==> src/rtl/spi_debug_pkg.sv <==
// rtl/spi_debug_pkg.sv - shared FSM encoding and SPI mode constants for the debug SPI transmitter
package spi_debug_pkg;

    localparam logic [1:0] ST_IDLE  = 2'd0;
    localparam logic [1:0] ST_LOAD  = 2'd1;
    localparam logic [1:0] ST_SHIFT = 2'd2;

    localparam bit SPI_CPOL = 1'b0;
    localparam bit SPI_CPHA = 1'b0;

    localparam logic [7:0] DEFAULT_IDLE_BYTE = 8'h00;

endpackage

==> src/rtl/debug_byte_fifo.sv <==
// rtl/debug_byte_fifo.sv - byte FIFO for captured debug instructions with sticky overflow
module debug_byte_fifo
    import spi_debug_pkg::*;
#(
    parameter int         DEPTH     = 16,
    parameter logic [7:0] IDLE_BYTE = DEFAULT_IDLE_BYTE
) (
    input  logic                     i_clk,
    input  logic                     i_reset,
    input  logic                     i_push,
    input  logic [7:0]               i_data,
    input  logic                     i_pop,
    output logic [7:0]               o_head,
    output logic [$clog2(DEPTH):0]   o_count,
    output logic                     o_full,
    output logic                     o_empty,
    output logic                     o_overflow
);

    localparam int AW = $clog2(DEPTH);

    logic [7:0]  r_mem [DEPTH];
    logic [AW-1:0] r_wptr;
    logic [AW-1:0] r_rptr;
    logic [AW:0]   r_count;
    logic          r_overflow;

    logic w_empty;
    logic w_full;
    logic w_pop;
    logic w_push;

    assign w_empty = (r_count == '0);
    assign w_full  = (r_count == (AW+1)'(DEPTH));
    // A pop of an empty FIFO yields IDLE_BYTE and consumes nothing; a pop frees room for a push when full.
    assign w_pop   = i_pop & ~w_empty;
    assign w_push  = i_push & (~w_full | w_pop);

    always_ff @(posedge i_clk) begin
        if (w_push) begin
            r_mem[r_wptr] <= i_data;
        end
    end

    always_ff @(posedge i_clk) begin
        if (i_reset) begin
            r_wptr     <= '0;
            r_rptr     <= '0;
            r_count    <= '0;
            r_overflow <= 1'b0;
        end else begin
            if (w_push) begin
                r_wptr <= r_wptr + 1'b1;
            end
            if (w_pop) begin
                r_rptr <= r_rptr + 1'b1;
            end
            case ({w_push, w_pop})
                2'b10:   r_count <= r_count + 1'b1;
                2'b01:   r_count <= r_count - 1'b1;
                default: r_count <= r_count;
            endcase
            if (i_push && !w_push) begin
                r_overflow <= 1'b1;
            end
        end
    end

    assign o_head     = w_empty ? IDLE_BYTE : r_mem[r_rptr];
    assign o_count    = r_count;
    assign o_full     = w_full;
    assign o_empty    = w_empty;
    assign o_overflow = r_overflow;

endmodule

==> src/rtl/spi_debug_tx.sv <==
// rtl/spi_debug_tx.sv - SPI mode-0 slave that shifts queued debug instruction bytes out on MISO
module spi_debug_tx
    import spi_debug_pkg::*;
#(
    parameter int         DEPTH       = 16,
    parameter int         SYNC_STAGES = 2,
    parameter logic [7:0] IDLE_BYTE   = DEFAULT_IDLE_BYTE
) (
    input  logic                   i_clk,
    input  logic                   i_reset,
    input  logic [7:0]             i_data,
    input  logic                   i_capturebyte,
    input  logic                   i_spi_clk,
    input  logic                   i_csn,
    output logic                   o_miso,
    output logic                   o_datasent,
    output logic [$clog2(DEPTH):0] o_fifo_count,
    output logic                   o_fifo_full,
    output logic                   o_overflow
);

    logic [SYNC_STAGES-1:0] r_sck_sync;
    logic [SYNC_STAGES-1:0] r_csn_sync;
    logic                   r_sck_hist;
    logic [1:0]             r_state;
    logic [7:0]             r_shreg;
    logic [2:0]             r_bitcnt;
    logic                   r_reload;
    logic                   r_datasent;

    logic       w_sck;
    logic       w_sck_rise;
    logic       w_sck_fall;
    logic       w_capture_edge;
    logic       w_launch_edge;
    logic       w_csn_low;
    logic       w_pop;
    logic [7:0] w_head;
    logic       w_empty;

    assign w_sck          = r_sck_sync[SYNC_STAGES-1];
    assign w_sck_rise     = w_sck & ~r_sck_hist;
    assign w_sck_fall     = ~w_sck & r_sck_hist;
    assign w_capture_edge = SPI_CPHA ? w_sck_fall : w_sck_rise;
    assign w_launch_edge  = SPI_CPHA ? w_sck_rise : w_sck_fall;
    assign w_csn_low      = ~r_csn_sync[SYNC_STAGES-1];
    assign w_pop          = (r_state == ST_LOAD) & w_csn_low;

    debug_byte_fifo #(
        .DEPTH     (DEPTH),
        .IDLE_BYTE (IDLE_BYTE)
    ) u_fifo (
        .i_clk      (i_clk),
        .i_reset    (i_reset),
        .i_push     (i_capturebyte),
        .i_data     (i_data),
        .i_pop      (w_pop),
        .o_head     (w_head),
        .o_count    (o_fifo_count),
        .o_full     (o_fifo_full),
        .o_empty    (w_empty),
        .o_overflow (o_overflow)
    );

    always_ff @(posedge i_clk) begin
        if (i_reset) begin
            r_sck_sync <= {SYNC_STAGES{SPI_CPOL}};
            r_csn_sync <= {SYNC_STAGES{1'b1}};
            r_sck_hist <= SPI_CPOL;
            r_state    <= ST_IDLE;
            r_shreg    <= 8'h00;
            r_bitcnt   <= 3'd0;
            r_reload   <= 1'b0;
            r_datasent <= 1'b0;
        end else begin
            r_sck_sync <= {r_sck_sync[SYNC_STAGES-2:0], i_spi_clk};
            r_csn_sync <= {r_csn_sync[SYNC_STAGES-2:0], i_csn};
            r_sck_hist <= w_sck;
            r_datasent <= 1'b0;
            // Deselect wins in every state; a partly shifted byte is simply dropped.
            if (!w_csn_low) begin
                r_state  <= ST_IDLE;
                r_bitcnt <= 3'd0;
                r_reload <= 1'b0;
            end else begin
                case (r_state)
                    ST_IDLE: begin
                        r_state <= ST_LOAD;
                    end
                    ST_LOAD: begin
                        r_shreg  <= w_head;
                        r_bitcnt <= 3'd0;
                        r_state  <= ST_SHIFT;
                    end
                    ST_SHIFT: begin
                        if (w_capture_edge) begin
                            r_bitcnt <= r_bitcnt + 3'd1;
                            if (r_bitcnt == 3'd7) begin
                                r_reload   <= 1'b1;
                                r_datasent <= 1'b1;
                            end
                        end
                        if (w_launch_edge) begin
                            if (r_reload) begin
                                r_reload <= 1'b0;
                                r_state  <= ST_LOAD;
                            end else begin
                                r_shreg <= {r_shreg[6:0], 1'b0};
                            end
                        end
                    end
                    default: begin
                        r_state <= ST_IDLE;
                    end
                endcase
            end
        end
    end

    assign o_miso     = (r_state == ST_SHIFT) ? r_shreg[7] : 1'b0;
    assign o_datasent = r_datasent;

endmodule
==> config.mk <==
export PLATFORM = sky130hd
export DESIGN_NAME = spi_debug_tx
export DESIGN_NICKNAME = d
export VERILOG_FILES = /design/src/rtl/spi_debug_pkg.sv /design/src/rtl/debug_byte_fifo.sv /design/src/rtl/spi_debug_tx.sv
export SDC_FILE = /design/constraint.sdc
export NUM_CORES = 1
export LEC_CHECK = 0
export BUFFER_PORTS_ARGS = -buffer_cell sky130_fd_sc_hd__buf_4
export CORE_UTILIZATION = 54
export CTS_BUF_LIST = sky130_fd_sc_hd__clkbuf_4 sky130_fd_sc_hd__clkbuf_8
export DETAILED_ROUTE_END_ITERATION = 10
export GPL_ROUTABILITY_DRIVEN = 0
export PLACE_DENSITY = 0.75
export SLEW_MARGIN = 40
export SYNTH_ARGS = -nofsm -noshare
export SYNTH_HDL_FRONTEND = slang
export SYNTH_SLANG_ARGS = --single-unit
==> constraint.sdc <==
create_clock -name i_clk -period 3.6 [get_ports i_clk]
set_clock_uncertainty 0.1 [all_clocks]
set_input_delay 0 -clock i_clk [delete_from_list [all_inputs] [get_ports i_clk]]
set_output_delay 0 -clock i_clk [all_outputs]
set_load 0.02 [all_outputs]
Word level (Yosys, flattened, before mapping)
Memory sizes are Yosys's and may differ from the RTL's. A register that Yosys moved wholly into a read port is not among the register bits. Index checks and enable logic that the tools add are counted.

Logic and storage cells: 72. Output and inout bits: 9. Memories kept: 1. Bits in latches: 0. Memory bits (read-only): 0. Memory bits (writable): 128. Register bits after elaboration: 34.

Bitwise gates (word level): 13. Divide/modulo/power cells: 0. Shift operators: 0. $lt $le $gt $ge: 0. $add $sub $neg: 5. Muxes and demuxes: 20. Multiply operators: 0. Eq/ne operators: 10. Reductions and logical operators: 11.

Memory list: u_fifo.r_mem (words 16, width 8, read ports 1, clocked after Yosys merged registers in 1, write ports 1, RTL line debug_byte_fifo.sv:22) `logic [7:0] r_mem [DEPTH];`.

Operators with widths (count): 8-bit two-way mux (3); 8-bit case mux with 2 select lines (1); 5-bit case mux with 2 select lines (1); 4-bit by 1-bit adder with 4-bit output, second input constant (2); 1-bit two-way mux (8); 4-bit two-way mux (2); 2-bit != test, second input constant (4); 1-bit NOT (7); 2-bit case mux with 3 select lines (1); 3-bit case mux with 2 select lines (1); 5-bit by 1-bit adder with 5-bit output, second input constant (1); 1-bit bitwise AND (5); 5-bit == test, second input constant (1); 5-bit zero test (1); 5-bit by 1-bit subtractor with 5-bit output, second input constant (1); 2-bit by 1-bit == test with 1-bit output, second input constant (2); 2-bit == test, second input constant (2); 2-bit two-way mux (2); 2-bit AND reduction (2); 4-bit AND reduction (1); 2-bit nonzero test (2); 4-bit OR reduction (1); 3-bit by 1-bit adder with 3-bit output, second input constant (1); 3-bit == test, second input constant (1); other kinds (6) (6).

Logic depth before layout (Yosys ltp)
Gate-level depths: netlist (run 1).

Depth after elaboration: 7. Gate-level depth with buffers: 13.

Cells and area by module
Synthesis (run 1) repeated with hierarchy kept, for this count alone.

Cell total of the unflattened synthesis: 423. Area, all modules: 6864.1 µm².

By module, submodules not included: debug_byte_fifo (times used 1, cells each 339, seq. area each 4204.0 µm², area each 5984.5 µm²); spi_debug_tx (times used 1, cells each 84, seq. area each 400.4 µm², area each 879.6 µm²).

Worst setup path after synthesis (run 1)
Ideal clock, no wire load.

Path type: register to register. Start: register u_fifo.r_count[2], in the netlist u_fifo.o_count[2]. End: register u_fifo.r_count[4], in the netlist u_fifo.o_count[4]. Data arrival time: 2.882 ns. Slack: 0.500 ns. Cell stages (with the launch flop): 14. Buffers on the path: 2. Period minus slack after synthesis: 3.100 ns. Path through: dfxtp_1 clkbuf_1 nor4_2 a31oi_4 inv_1 ha_1 clkbuf_1 xor2_1 ha_1 a21oi_1 o22ai_1 a222oi_1 or4_1 nand2_1.

Word-level cells in the longest chain between the ends: 7. Elaborated cells on any way between the ends: 13. Those cells by class: 2 x add/sub; 3 x eq/ne; 1 x mux; 5 x bitwise; 2 x reduce/logical.

Ends and longest elaborated chain: from (decl) (RTL line debug_byte_fifo.sv:25) `logic [AW:0] r_count;`; from (signal assigned) (RTL line debug_byte_fifo.sv:59) `2'b10: r_count <= r_count + 1'b1;`; from (signal assigned) (RTL line debug_byte_fifo.sv:60) `2'b01: r_count <= r_count - 1'b1;`; from (signal assigned) (RTL line debug_byte_fifo.sv:61) `default: r_count <= r_count;`; 5-bit zero test (RTL line debug_byte_fifo.sv:33) `assign w_empty = (r_count == '0);`; 1-bit NOT (RTL line debug_byte_fifo.sv:36) `assign w_pop = i_pop & ~w_empty;`; 1-bit bitwise AND (RTL line debug_byte_fifo.sv:36); 1-bit OR (RTL line debug_byte_fifo.sv:37) `assign w_push = i_push & (~w_full | w_pop);`; 1-bit bitwise AND (RTL line debug_byte_fifo.sv:37); 2-bit by 1-bit == test with 1-bit output or 2-bit == test (tied branches) (RTL line debug_byte_fifo.sv:58) `case ({w_push, w_pop})`; 5-bit case mux with 2 select lines or 2-bit nonzero test (tied branches).

Several ways; a longest one is shown, not always the timed one. A chain may end at the register's enable or synchronous reset.

Worst setup path after layout (run 1)
Start: register r_state[0]. End: register u_fifo.r_count[4], in the netlist u_fifo.o_count[4].

Word-level cells in the longest chain between the ends: 7. Elaborated cells on any way between the ends: 9. Those cells by class: 3 x eq/ne; 1 x mux; 4 x bitwise; 1 x reduce/logical.

Ends and longest elaborated chain: from (decl) (RTL line spi_debug_tx.sv:25) `logic [1:0] r_state;`; from (signal assigned) (RTL line spi_debug_tx.sv:70) `r_state <= ST_IDLE;`; from (signal assigned) (RTL line spi_debug_tx.sv:82) `r_state <= ST_IDLE;`; from (signal assigned) (RTL line spi_debug_tx.sv:88) `r_state <= ST_LOAD;`; 2-bit by 1-bit == test with 1-bit output * (RTL line spi_debug_tx.sv:47) `assign w_pop = (r_state == ST_LOAD) & w_csn_low;`; 1-bit bitwise AND * (RTL line spi_debug_tx.sv:47); 1-bit bitwise AND * (RTL line debug_byte_fifo.sv:36); 1-bit OR (RTL line debug_byte_fifo.sv:37); 1-bit bitwise AND (RTL line debug_byte_fifo.sv:37); 2-bit by 1-bit == test with 1-bit output or 2-bit == test (tied branches) (RTL line debug_byte_fifo.sv:58); 5-bit case mux with 2 select lines or 2-bit nonzero test (tied branches).

Every way passes the cells marked *; elsewhere a longest branch is shown, timed or not.

==> results of run 1 <==
report_power, final:
group	total (mW)	switching, mW	internal, mW
clock	1.34	0.700	0.640
combinational	0.144	0.0821	0.0618
sequential	2.10	0.0153	2.08
critical path: cells and delay by family, from the launching register on:
family / cells / cell delay (ps)
buf+inv: 1 / 210
flops: 1 / 400
fa+ha+maj: 2 / 530
simple gates: 3 / 740
compound gates: 4 / 1060
xor+xnor: 1 / 170
through the flow:
stage / cells / setup slack, ps / instance area [µm²]
after floorplan: 410 / 500 / 6700
after detailed placement: 590 / 304 / 7070
final: 637 / 284 / 7620
after global routing: 637 / 104 / 7620
after CTS: 637 / 287 / 7620
after global placement: 590 / 461 / 7070
registers in the layout, indices dropped and copies added (netlist names), 3 cells and up, named ones only:
register        flops
u_fifo.r_mem      128
r_shreg             8
u_fifo.o_count      5
u_fifo.r_rptr       4
u_fifo.r_wptr       4
r_bitcnt            3
final cells by class:
cell class	count	area, µm²
sequential	166	4610
fill	868	4440
multi-input combinational	210	1960
timing repair buffer	48	398
clock buffer	19	249
tap	168	210
clock inverter	13	146
inverter	13	48.8
synth_stat cells, types with 5 or more instances:
library cell	instances	area share, %
sky130_fd_sc_hd__edfxtp_1	128	57
sky130_fd_sc_hd__dfxtp_1	38	11
sky130_fd_sc_hd__mux4_2	32	11
sky130_fd_sc_hd__nor2_1	28	1.6
sky130_fd_sc_hd__mux2i_1	17	2.5
sky130_fd_sc_hd__clkbuf_1	16	0.90
sky130_fd_sc_hd__a21oi_1	15	1.1
sky130_fd_sc_hd__and2_1	15	1.4
sky130_fd_sc_hd__nand2_1	15	0.84
sky130_fd_sc_hd__inv_1	13	0.73
sky130_fd_sc_hd__ha_1	10	1.9
sky130_fd_sc_hd__mux2_2	8	1.3
sky130_fd_sc_hd__o22ai_1	7	0.65
sky130_fd_sc_hd__xor2_1	7	0.92
sky130_fd_sc_hd__buf_2	5	0.37
sky130_fd_sc_hd__o21ai_0	5	0.37
sky130_fd_sc_hd__or2_2	5	0.47
worst max path at each step:
stage | start | end | slack, ps | depth (start not counted)
after global placement | r_state[0] | u_fifo.o_count[4] | 460 | 11
after detailed placement | r_state[0] | u_fifo.o_count[4] | 300 | 11
after global routing | r_state[0] | u_fifo.o_count[4] | 100 | 11
final | r_state[0] | u_fifo.o_count[4] | 280 | 11
after CTS | r_state[0] | u_fifo.o_count[4] | 290 | 11
after floorplan | u_fifo.o_count[2] | u_fifo.o_count[4] | 500 | 13
logic make-up (layout without fill, tap and decap cells):
kind of cell / after synthesis / after routing / synth area share [%]
DFF: 166 / 166 / 68.7
and+or+nand+nor: 90 / 90 / 7.13
muxes: 57 / 57 / 14.6
AOI/OAI and AO/OA: 43 / 43 / 4.33
buffers and inverters: 34 / 93 / 2.00
adders and majority gates: 10 / 10 / 1.87
xor gates and xnor gates: 10 / 10 / 1.31
metal layers:
metal | vias to the layer above | wire (µm)
li1 | 1663 | -
met1 | 1752 | 5150
met2 | 74 | 6050
met3 | 13 | 518
met4 | 0 | 236
met5 | - | 0
==> reports/results.md, run 1 <==
| Step | Metric | This run |
|:---|:---|:---|
| clocking | Clock transition at path regs | 90 ps |
| critical path | Critical path's largest stage delay | 540 ps |
| global routing | Global-route wire length before repair | 19.0 mm |
| critical path | CP cell instances | or3b_2 > a31oi_4 > inv_1 > ha_1 > xor2_1 > ha_1 > a21oi_1 > o22ai_1 > a222oi_1 > or4_1 > nand2_1 |
| placement | Post-DP HPWL | 7.49 mm |
| global routing | GRT Residual Overflow | 0 |
| critical path | Critical Path AT | 3580 ps |
| timing | Final setup viols | 0 |
| critical path | Required @ worst endpoint | 3860 ps |
| detailed routing | Routed wirelength normalized by instance count | 18.8 µm |
| worst hold path | Worst Hold Endpoint | u_fifo.r_mem[11][0] |
| global routing | Most used routing layer in global routing | met2 |
| floorplan | Die ar. | 12900 µm² |
| global routing | Largest net degree at the start of global routing | 32 |
| floorplan | CORE AREA | 12100 µm² |
| clocking | CTS tree | built |
| cells and area | Count of nets after finishing | 479 |
| clocking | Clock latency on the worst-skew pair | 470 ps |
| synth | Flip-flop cell with the highest count after synthesis | sky130_fd_sc_hd__edfxtp_1 |
| worst hold path | Class of the tightest hold or removal check | in2reg |
| clocking | Clock tree root buffer cell | sky130_fd_sc_hd__clkbuf_8 |
| critical path | Startpoint type of the worst setup path | flop |
| detailed routing | ANT nets after route | 0 |
| detailed routing | Routed vias | 3502 |
| synth | Number of warning messages in the yosys log | 0 |
| global routing | Number of antenna violations at the first check in global routing | 0 |
| cells and area | Core occupancy in the finished layout | 63.2% |
| power | Overall power after layout | 3.58 mW |
| floorplan | Die outline height | 113 µm |
| floorplan | Horiz. Die Dim | 113 µm |
| global routing | Met1 track utilization from global routing | 25.7% |
| clocking | # Post-CTS Setup Buffers | 0 |
| synth | Synthesized area | 6700 µm² |
| timing | Max Slew Vio Count | 0 |
| timing | Relative max-transition margin | 59.7% |
| flow run | Maxcap violations | 0 |
| timing | Max frequency | 0.302 GHz |
| timing | Setup repair after global routing missed its margin | no |
| detailed routing | DRC Markers | 0 |
| cells and area | Share of cells above drive strength 1 | 24.7% |
| critical path | Worst reg2reg setup slack | 280 ps |
| timing | Worst hold-check slack | 289 ps |
| critical path | RR Endpoint | u_fifo.o_count[4] |
| critical path | Reg2Reg Launch Point | r_state[0] |
| clocking | Hold Buf Count CTS | 15 |
| cells and area | Most common cell after layout, fill and taps aside | sky130_fd_sc_hd__edfxtp_1 |
| synth | Number of flops mapped to enable cells by yosys | 128 |
| critical path | Worst Path Class, Setup | reg2reg |
| cells and area | Number of antenna diodes | 0 |
| power | IR drop worst, VDD | 0.000382 V |
| critical path | Worst-path cell with the longest stage delay | sky130_fd_sc_hd__or3b_2 |
| detailed routing | First-iteration detailed-routing DRC count | 286 |
| synth | Post-Syn Instances | 410 |
| clocking | H-Tree Depth | 4 |
| synth | Mean Syn Cell Area | 16.3 µm² |
| status | Status | completed |
| floorplan | IO Count | 22 |
| detailed routing | Avg Vias per Cell | 5.50 |
| global routing | Routing usage on met2 | 34.4% |
| global routing | Overall routing resource usage | 20.8% |
| critical path | R2R cell count | 11 |
| synth | Number of distinct library cells after synthesis | 44 |
| synth | Syn_nets | 433 |
| timing | Aggregate negative setup slack | 0 ps |
| worst hold path | Hold_sp | i_data[0] |
| cells and area | Area added between synthesis and finish | 13.7% |
| timing | Min Clock Period, post-route | 3320 ps |
| clocking | Number of resized instances in the post-cts repair step | 0 |
| floorplan | Initial cell density of the core | 55.5% |
| synth | Fraction of registers with async set or reset after synthesis | 0% |
| power | Pwr/cell area | 470 nW/µm² |
| worst hold path | Number of cells on the worst hold path | 2 |
| critical path | Critical path fanouts, max | 8 |
| timing | Final Cycle Share | 92.1% |
| critical path | CP Capture Type | flop |
| global routing | Number of global-route vias before repair | 3582 |
| clocking | Clock buffer count from CTS | 17 |
| detailed routing | Final WL | 12.0 mm |
| critical path | Top cell by count, worst path | sky130_fd_sc_hd__ha_1 |
| synth | Post-synthesis sequential area ratio | 68.7% |
| cells and area | Most used cells in the layout excluding fill and tap cells | sky130_fd_sc_hd__edfxtp_1, sky130_fd_sc_hd__dfxtp_1, sky130_fd_sc_hd__buf_4 |
| detailed routing | Number of iterations in the first detailed-routing pass | 4 |
| timing | Transition time at the pin with the least slew margin | 599 ps |
| floorplan | Site Rows | 40 |
| placement | Port-buffer cells | 21 |
| power | Total leakage power | 2.51 nW |
| clocking | Maximum root-to-sink buffer count | 2 |
| synth | Register bit total from synthesis | 166 |
| clocking | Number of sinks on the clock net | 166 |
| timing | Final count of hold timing violations | 0 |
| global routing | Global routing usage on met3 | 5.15% |
Note: power is estimated with default switching activity, not from simulation.
==> run 2: changes to the inputs <==
Settings changed: CTS_BUF_LIST sky130_fd_sc_hd__clkbuf_4 sky130_fd_sc_hd__clkbuf_8 to sky130_fd_sc_hd__clkbuf_16, REMOVE_ABC_BUFFERS set to 1.
==> run 2 against run 1 <==
Against the previous run:
- sequential power is essentially flat
- fmax decreased by 0.68%
- die area unchanged
- power increased by 11%
- non-clock buffer count unchanged
- global-route usage rose by 0.66 points
- worst setup slack lost 23 ps
- clock power grew 28%
- combinational power rose by 4%
==> reports/results.md, run 2 (same netlist as run 1, synthesis figures left out) <==
| Step | Metric | This run | Change |
|:---|:---|:---|:---|
| timing | Min Clock Period, post-route | 3340 ps | +22.7 ps |
| critical path | Worst-path cell with the longest stage delay | sky130_fd_sc_hd__or3b_2 |  |
| floorplan | Horiz. Die Dim | 113 µm | unchanged |
| clocking | Maximum root-to-sink buffer count | 2 | unchanged |
| detailed routing | Routed wirelength normalized by instance count | 19.5 µm | +3.8% |
| flow run | Maxcap violations | 0 | unchanged |
| worst hold path | Class of the tightest hold or removal check | in2reg |  |
| global routing | Number of global-route vias before repair | 3634 | +1.5% |
| placement | Post-DP HPWL | 8.12 mm | +8.4% |
| cells and area | Number of antenna diodes | 0 | unchanged |
| critical path | Worst Path Class, Setup | reg2reg |  |
| clocking | Clock transition at path regs | 60 ps | -30 ps |
| timing | Final Cycle Share | 92.7% | +0.63 points |
| floorplan | IO Count | 22 | unchanged |
| critical path | Startpoint type of the worst setup path | flop |  |
| cells and area | Layout fillers | 822 | -5.3% |
| power | Pwr/cell area | 508 nW/µm² | +7.9% |
| clocking | H-Tree Depth | 4 | unchanged |
| timing | Relative max-transition margin | 44.0% | -16 points |
| floorplan | CORE AREA | 12100 µm² | unchanged |
| timing | Transition time at the pin with the least slew margin | 837 ps | +238 ps |
| global routing | Overall routing resource usage | 21.5% | +0.66 points |
| cells and area | Most common cell after layout, fill and taps aside | sky130_fd_sc_hd__edfxtp_1 |  |
| power | IR drop worst, VDD | 0.000418 V | +9.4% |
| placement | Port-buffer cells | 21 | unchanged |
| timing | Max frequency | 0.300 GHz | -0.68% |
| clocking | CTS tree | built |  |
| floorplan | Die ar. | 12900 µm² | unchanged |
| global routing | Largest net degree at the start of global routing | 32 | unchanged |
| timing | Aggregate negative setup slack | 0 ps | unchanged |
| critical path | CP Capture Type | flop |  |
| detailed routing | Avg Vias per Cell | 5.59 | +1.6% |
| global routing | GRT Residual Overflow | 0 | unchanged |
| cells and area | Share of cells above drive strength 1 | 25.0% | +0.27 points |
| critical path | Critical path fanouts, max | 8 | unchanged |
| timing | Final count of hold timing violations | 0 | unchanged |
| clocking | Clock buffer count from CTS | 17 | unchanged |
| power | Overall power after layout | 3.96 mW | +11% |
| cells and area | Core occupancy in the finished layout | 64.8% | +1.6 points |
| timing | Max Slew Vio Count | 0 | unchanged |
| cells and area | Area added between synthesis and finish | 16.6% |  |
| cells and area | Number of flip-flops in the largest register | 128 | unchanged |
| cells and area | Count of nets after finishing | 479 | unchanged |
| timing | Final setup viols | 0 | unchanged |
| detailed routing | First-iteration detailed-routing DRC count | 254 | -11% |
| critical path | CP cell instances | or3b_2 > a31oi_4 > inv_1 > ha_1 > xor2_1 > ha_1 > a21oi_1 > o22ai_1 > a222oi_1 > or4_1 > nand2_1 |  |
| global routing | Number of antenna violations at the first check in global routing | 0 | unchanged |
| cells and area | Biggest register | u_fifo.r_mem |  |
| cells and area | Most used cells in the layout excluding fill and tap cells | sky130_fd_sc_hd__edfxtp_1, sky130_fd_sc_hd__dfxtp_1, sky130_fd_sc_hd__buf_4 |  |
| detailed routing | DRC Markers | 0 | unchanged |
| floorplan | Initial cell density of the core | 55.5% | unchanged |
| clocking | Number of sinks on the clock net | 166 | unchanged |
| power | Total leakage power | 2.60 nW | +3.6% |
| critical path | Required @ worst endpoint | 3810 ps | -50 ps |
| status | Status | completed |  |
| critical path | Top cell by count, worst path | sky130_fd_sc_hd__ha_1 |  |
| timing | Setup repair after global routing missed its margin | no |  |
| detailed routing | Routed vias | 3554 | +1.5% |
| floorplan | Die outline height | 113 µm | unchanged |
| detailed routing | Final WL | 12.4 mm | +3.6% |
| floorplan | Site Rows | 40 | unchanged |
| global routing | Global-route wire length before repair | 19.8 mm | +4.4% |
| detailed routing | ANT nets after route | 0 | unchanged |
| critical path | Critical Path AT | 3550 ps | -30 ps |
| clocking | Clock tree root buffer cell | sky130_fd_sc_hd__clkbuf_16 |  |
| critical path | Critical path's largest stage delay | 540 ps | about the same |
| clocking | Clock latency on the worst-skew pair | 420 ps | -50 ps |
| detailed routing | Number of iterations in the first detailed-routing pass | 4 | unchanged |
-- run 2: cell types whose count changed in the layout (fill, tap and decap cells not counted), sizes merged --
cell and change:
clkinv +3, clkbuf -2, clkinvlp -1, inv -1
-- run 2: critical path: cells and delay by family (launching register included) --
kind            cells  cell delay, ps
flops               1             390
compound gates      4            1080
fa+ha+maj           2             520
xor+xnor            1             170
simple gates        3             740
buf+inv             1             200
-- run 2: metrics by stage --
step                area, µm²  std cells  setup slack, ps  hold slack, ps
floorplan                6620        389              633           -30.9
global placement         7090        590              437            86.5
detailed placement       7090        590              305            88.4
CTS                      7800        636              291             318
global route             7810        636             14.1             328
finish                   7810        636              262             331
-- run 2: final timing paths --
| check | from | endpoint | slack [ps] | cells after the start |
|---|---|---|---|---|
| max reg2reg | r_state[0] | u_fifo.o_count[4] | 260 | 11 |
| max | r_state[0] | u_fifo.o_count[4] | 260 | 11 |
| min reg2reg | r_csn_sync[0] | r_csn_sync[1] | 330 | 1 |
| min | i_data[0] | u_fifo.r_mem[10][0] | 330 | 2 |
-- run 2: power breakdown --
group | switching (mW) | internal (mW) | total (mW)
Combinational | 0.0847 | 0.0654 | 0.150
Sequential | 0.0171 | 2.09 | 2.10
Clock | 0.699 | 1.01 | 1.71
Total | 0.801 | 3.16 | 3.96
-- run 2: timing repair --
item                                    4_1_cts  5_1_grt
endpoints found under the setup margin        0        1
gates resized for setup                       0        1
hold endpoints to repair                    159        0
hold buffers                                 15        0
buffers inserted                              0        0
-- run 2: routing by layer --
layer	up-vias	track usage (%)	wire length, µm
li1	1664	-	-
met1	1780	27.7	5190
met2	94	35.2	6290
met3	16	5.95	688
met4	0	7.89	211
met5	-	0	0
-- run 2: layout make-up --
class	instances	area [µm²]	share of cell area (%)
tap	168	210	2.69
multi-input combinational	210	1990	25.4
timing repair buffer	48	398	5.09
inverter	13	48.8	0.625
clock inverter	14	136	1.75
clock buffer	17	425	5.45
sequential	166	4610	59.0
